### src/rtl/vga_pattern_sequencer.sv
// ---------------------------------------------------------------------------
// vga_pattern_sequencer
//   Chooses one of four VGA test patterns and renders it one pixel per clock.
//   The pattern advances automatically every FRAMES_PER_PATTERN frames, or
//   through a manual 4-phase request/acknowledge handshake. Every pattern
//   change happens on a vsync falling edge, so a visible frame never shows
//   two patterns.
//
// Ports
//   clk_25          pixel clock
//   rst             asynchronous reset, active-high
//   vsync           vertical sync, active-low
//   video_on        high while the current pixel is visible
//   horizontal_num  current pixel column
//   hold            1 = stop the automatic frame counter
//   adv_req         manual advance request (level)
//   adv_ack         manual advance has been applied
//   pattern_sel     pattern currently displayed (0..3)
//   red/green/blue  registered pixel colour, one cycle after the inputs
// ---------------------------------------------------------------------------
module vga_pattern_sequencer #(
    parameter int H_ACTIVE           = 640,
    parameter int FRAMES_PER_PATTERN = 60,
    parameter int COLOR_W            = 8
) (
    input  logic               clk_25,
    input  logic               rst,
    input  logic               vsync,
    input  logic               video_on,
    input  logic [9:0]         horizontal_num,
    input  logic               hold,
    input  logic               adv_req,
    output logic               adv_ack,
    output logic [1:0]         pattern_sel,
    output logic [COLOR_W-1:0] red,
    output logic [COLOR_W-1:0] green,
    output logic [COLOR_W-1:0] blue
);

    // A one-frame period still needs a 1-bit counter.
    localparam int CNT_W = (FRAMES_PER_PATTERN > 1) ? $clog2(FRAMES_PER_PATTERN) : 1;
    localparam logic [CNT_W-1:0] CNT_LAST = CNT_W'(FRAMES_PER_PATTERN - 1);

    localparam logic [9:0] BAR1 = 10'(H_ACTIVE / 4);
    localparam logic [9:0] BAR2 = 10'(H_ACTIVE / 2);
    localparam logic [9:0] BAR3 = 10'((3 * H_ACTIVE) / 4);

    localparam logic [COLOR_W-1:0] ONES  = {COLOR_W{1'b1}};
    localparam logic [COLOR_W-1:0] ZEROS = '0;

    typedef enum logic [1:0] {
        RUN  = 2'd0,
        PEND = 2'd1,
        ACK  = 2'd2
    } state_t;

    state_t             state_reg, state_next;
    logic               vsync_q;
    logic               fe;
    logic [1:0]         pattern_reg, pattern_next;
    logic [CNT_W-1:0]   frame_cnt_reg, frame_cnt_next;
    logic [COLOR_W-1:0] red_reg, green_reg, blue_reg;
    logic [COLOR_W-1:0] red_next, green_next, blue_next;

    // Falling edge of the active-low vsync; vsync_q idles high so the
    // first frame after reset is detected normally.
    assign fe = vsync_q & ~vsync;

    // ---------------- FSM: state register ----------------
    always_ff @(posedge clk_25 or posedge rst) begin
        if (rst) begin
            state_reg <= RUN;
        end else begin
            state_reg <= state_next;
        end
    end

    // ---------------- FSM: next state ----------------
    // The request is latched by entering PEND, so dropping adv_req there
    // does not cancel it.
    always_comb begin
        state_next = state_reg;
        case (state_reg)
            RUN:     if (adv_req) state_next = PEND;
            PEND:    if (fe)      state_next = ACK;
            ACK:     if (!adv_req) state_next = RUN;
            default: state_next = RUN;
        endcase
    end

    // ---------------- FSM: outputs ----------------
    always_comb begin
        adv_ack = (state_reg == ACK);
    end

    // ---------------- pattern / frame counter ----------------
    // Manual and automatic advances landing on the same frame edge are
    // merged into a single increment.
    always_comb begin
        pattern_next   = pattern_reg;
        frame_cnt_next = frame_cnt_reg;
        if (fe) begin
            if ((state_reg == PEND) || (!hold && (frame_cnt_reg == CNT_LAST))) begin
                pattern_next   = pattern_reg + 2'd1;
                frame_cnt_next = '0;
            end else if (!hold) begin
                frame_cnt_next = frame_cnt_reg + CNT_W'(1);
            end
        end
    end

    always_ff @(posedge clk_25 or posedge rst) begin
        if (rst) begin
            vsync_q       <= 1'b1;
            pattern_reg   <= 2'd0;
            frame_cnt_reg <= '0;
        end else begin
            vsync_q       <= vsync;
            pattern_reg   <= pattern_next;
            frame_cnt_reg <= frame_cnt_next;
        end
    end

    // ---------------- pixel path ----------------
    always_comb begin
        red_next   = ZEROS;
        green_next = ZEROS;
        blue_next  = ZEROS;
        if (video_on) begin
            case (pattern_reg)
                2'd0: begin
                    if (horizontal_num < BAR1) begin
                        red_next = ONES;
                    end else if (horizontal_num < BAR2) begin
                        green_next = ONES;
                    end else if (horizontal_num < BAR3) begin
                        blue_next = ONES;
                    end else begin
                        red_next   = ONES;
                        green_next = ONES;
                        blue_next  = ONES;
                    end
                end
                2'd1: begin
                    red_next   = ONES;
                    green_next = ONES;
                    blue_next  = ONES;
                end
                2'd2: begin
                    red_next   = horizontal_num[9 -: COLOR_W];
                    green_next = horizontal_num[9 -: COLOR_W];
                    blue_next  = horizontal_num[9 -: COLOR_W];
                end
                default: begin
                    // Checker phase flips every frame via the counter LSB.
                    if (horizontal_num[5] ^ frame_cnt_reg[0]) begin
                        red_next   = ONES;
                        green_next = ONES;
                        blue_next  = ONES;
                    end
                end
            endcase
        end
    end

    always_ff @(posedge clk_25 or posedge rst) begin
        if (rst) begin
            red_reg   <= '0;
            green_reg <= '0;
            blue_reg  <= '0;
        end else begin
            red_reg   <= red_next;
            green_reg <= green_next;
            blue_reg  <= blue_next;
        end
    end

    assign pattern_sel = pattern_reg;
    assign red         = red_reg;
    assign green       = green_reg;
    assign blue        = blue_reg;

endmodule

### config.mk
export PLATFORM = sky130hd
export DESIGN_NAME = vga_pattern_sequencer
export DESIGN_NICKNAME = d
export VERILOG_FILES = /design/src/rtl/vga_pattern_sequencer.sv
export SDC_FILE = /design/constraint.sdc
export NUM_CORES = 1
export LEC_CHECK = 0
export CAP_MARGIN = 15
export CORE_MARGIN = 2
export CORE_UTILIZATION = 45
export DETAILED_ROUTE_END_ITERATION = 12
export DONT_BUFFER_PORTS = 1
export SYNTH_ARGS = -nofsm -noshare
export SYNTH_HDL_FRONTEND = slang
export SYNTH_SLANG_ARGS = --single-unit
### constraint.sdc
create_clock -name clk_25 -period 3.1 [get_ports clk_25]
set_input_delay 0.31 -clock clk_25 [delete_from_list [all_inputs] [get_ports clk_25]]
set_output_delay 0.31 -clock clk_25 [all_outputs]
set_load 0.1 [all_outputs]
==> metrics.txt <==
largest net degree at the start of global routing 28; count of final max-slew check failures 0; # IOs 43; DRC 0; Final GP Congestion 0.833; CTS buffer count 5; port bufs 0; ANT cells 0; root buffer cell clkbuf_4; Max-Cap Viols 0; Post-CTS Resized 0; Final Cycle Share 0.594; Final Setup Violations 0; First-pass DRT Iterations 4; Routed WL per cell 15.7 µm; synthesized instance count 145; DR iter-0 viols 38; antenna violations before repair 0; area of the multi-input gates 647 µm²; final hold violations 0; synth unique cells 32; Die Wd 63.5 µm; clk buf depth 2; die span in y 63.5 µm; FMAX 543 MHz; # nets final 173; Die ar. 4030 µm²; clk slew on worst S/H paths 0.11 ns; TNS Setup 0 ns; grt total ovfl 0; final WL 3130 µm; status completed; Synth top area share 0.535; share of layout cells above drive strength 1 0.137; CP arrival 2.03 ns; kind of critical path reg -> reg; clk sinks 35; Placed Cells 190; H-tree lvl count 2; Netlist Area Pre-Place 1590 µm²; core area 3360 µm²; Synth area leaders dfrtp_1 53%, a21oi_1 5.3%, o21ai_0 4.4%; row cnt 21; initial core utilization 0.473; vias in the first global route 1,113; Hold Crit Class in -> async; Fin Clk Skew 0.00341 ns; crit path max fanout 10; Antenna Nets Post-Route 0; worst path required time 3.29 ns; RSZ-0062 raised after global routing no; Skew-Pair Late Insertion Delay 0.33 ns; post-synthesis sequential area ratio 0.551; Total GRT Usage 0.174; TritonCTS clock tree done; via count 1,125; Sequential Area 877 µm²; synthesized flop and latch total 35; Final Non-Filler Cells 199; FILL cells 324; dominant cell type by area after synthesis dfrtp_1; YS warnings 0; post-layout min period 1.84 ns; routed vias/inst 5.65; Worst slew margin 0.385; first-pass GRT wire length 5260 µm; startpoint types flop; syn_nets 166; dpl hpwl 2310 µm; Crit. End Element flop; Least-Margin Pin Slew 0.921 ns; syn_area_per_cell 11.0 µm²; Synth-to-Final Area Change 10.1%
placed cells by master (no fill, tap or decap), drive strengths merged, types with 5 or more instances in the layout:
cell type	synthesis	final
nor2b	8	8
a31oi	8	8
a21oi	17	17
dfrtp	34	34
a22o	6	6
a211oi	9	9
inv	13	13
o21ai	15	15
clkbuf	3	5
ha	5	5
nand2	5	5
cell usage after synthesis, drive strengths merged:
library cell and instances:
and2 1, a32o 1, ha 5, inv 13
and3 1, clkbuf 3, dfrtp 34, nand2 5
dfstp 1, and4 1, a211oi 9, a22o 6
maj3 1, nor2 4, a21oi 17, a41oi 1
a41o 1, nor3b 1, o21a 1, xnor2 2
and2b 1, a31oi 8, a21boi 1, and3b 1
mux2 1, buf 2, nor2b 8, o21ai 15
worst max-delay path, stage by stage, from the launching register on:
cell and delay [ns]:
dfrtp_1 0.43, ha_1 0.34, a211oi_1 0.60, inv_1 0.10, o21ai_0 0.18, a31oi_1 0.06
area by class of cell:
cell class | count | area share
clock buffer | 5 | 0.0214
clock inverter | 3 | 0.0250
tap | 46 | 0.0329
inverter | 13 | 0.0279
timing repair buffer | 5 | 0.0229
multi-input combinational | 92 | 0.369
sequential | 35 | 0.501
worst paths after layout:
path / end / slack [ns] / depth (start not counted) / start
max in group asynchronous: vsync_q$_DFF_PP1_ / 2.28 / 2 / rst
min: red[7]$_DFF_PP0_ / 0.06 / 1 / rst
min reg2reg: state_reg[0]$_DFFE_PP0P_ / 0.51 / 1 / state_reg[1]$_DFFE_PP0P_
max reg2reg: green[0]$_DFF_PP0_ / 1.26 / 5 / pattern_sel[0]$_DFFE_PP0P_
min in group clk_25: state_reg[1]$_DFFE_PP0P_ / 0.11 / 1 / adv_req
max: green[0]$_DFF_PP0_ / 1.26 / 5 / pattern_sel[0]$_DFFE_PP0P_
layer usage:
metal / GRT usage / up-vias / part of all wire
li1: - / 536 / -
met1: 0.191 / 542 / 0.42
met2: 0.293 / 39 / 0.50
met3: 0.0732 / 8 / 0.060
met4: 0.0788 / 0 / 0.020
met5: 0 / - / 0
metrics by stage:
step / setup WS (ns) / util / hold slack (ns) / cell area, µm²
floorplan: 0.843 / - / 0.314 / 1590
global placement: 1.39 / 0.494 / 0.315 / 1660
CTS: 1.30 / 0.521 / 0.0877 / 1750
finish: 1.26 / 0.521 / 0.0580 / 1750
global route: 1.14 / 0.521 / 0.0684 / 1750
detailed placement: 1.33 / 0.494 / 0.315 / 1660
timing repair:
action	CTS	global route
hold endpoints to repair	1	0
hold buffers	1	0
buffers inserted	0	0
kinds of logic after synthesis:
kind of cell | synth area share
flops | 0.551
simple gates | 0.0967
buf+inv | 0.0440
fa+ha+maj | 0.0456
mux | 0.00707
xor+xnor | 0.0110
compound gates | 0.244
Power is left out: the tool's default activity adds up to more than one toggle a clock period on the data nets, which glitch-free logic cannot reach.
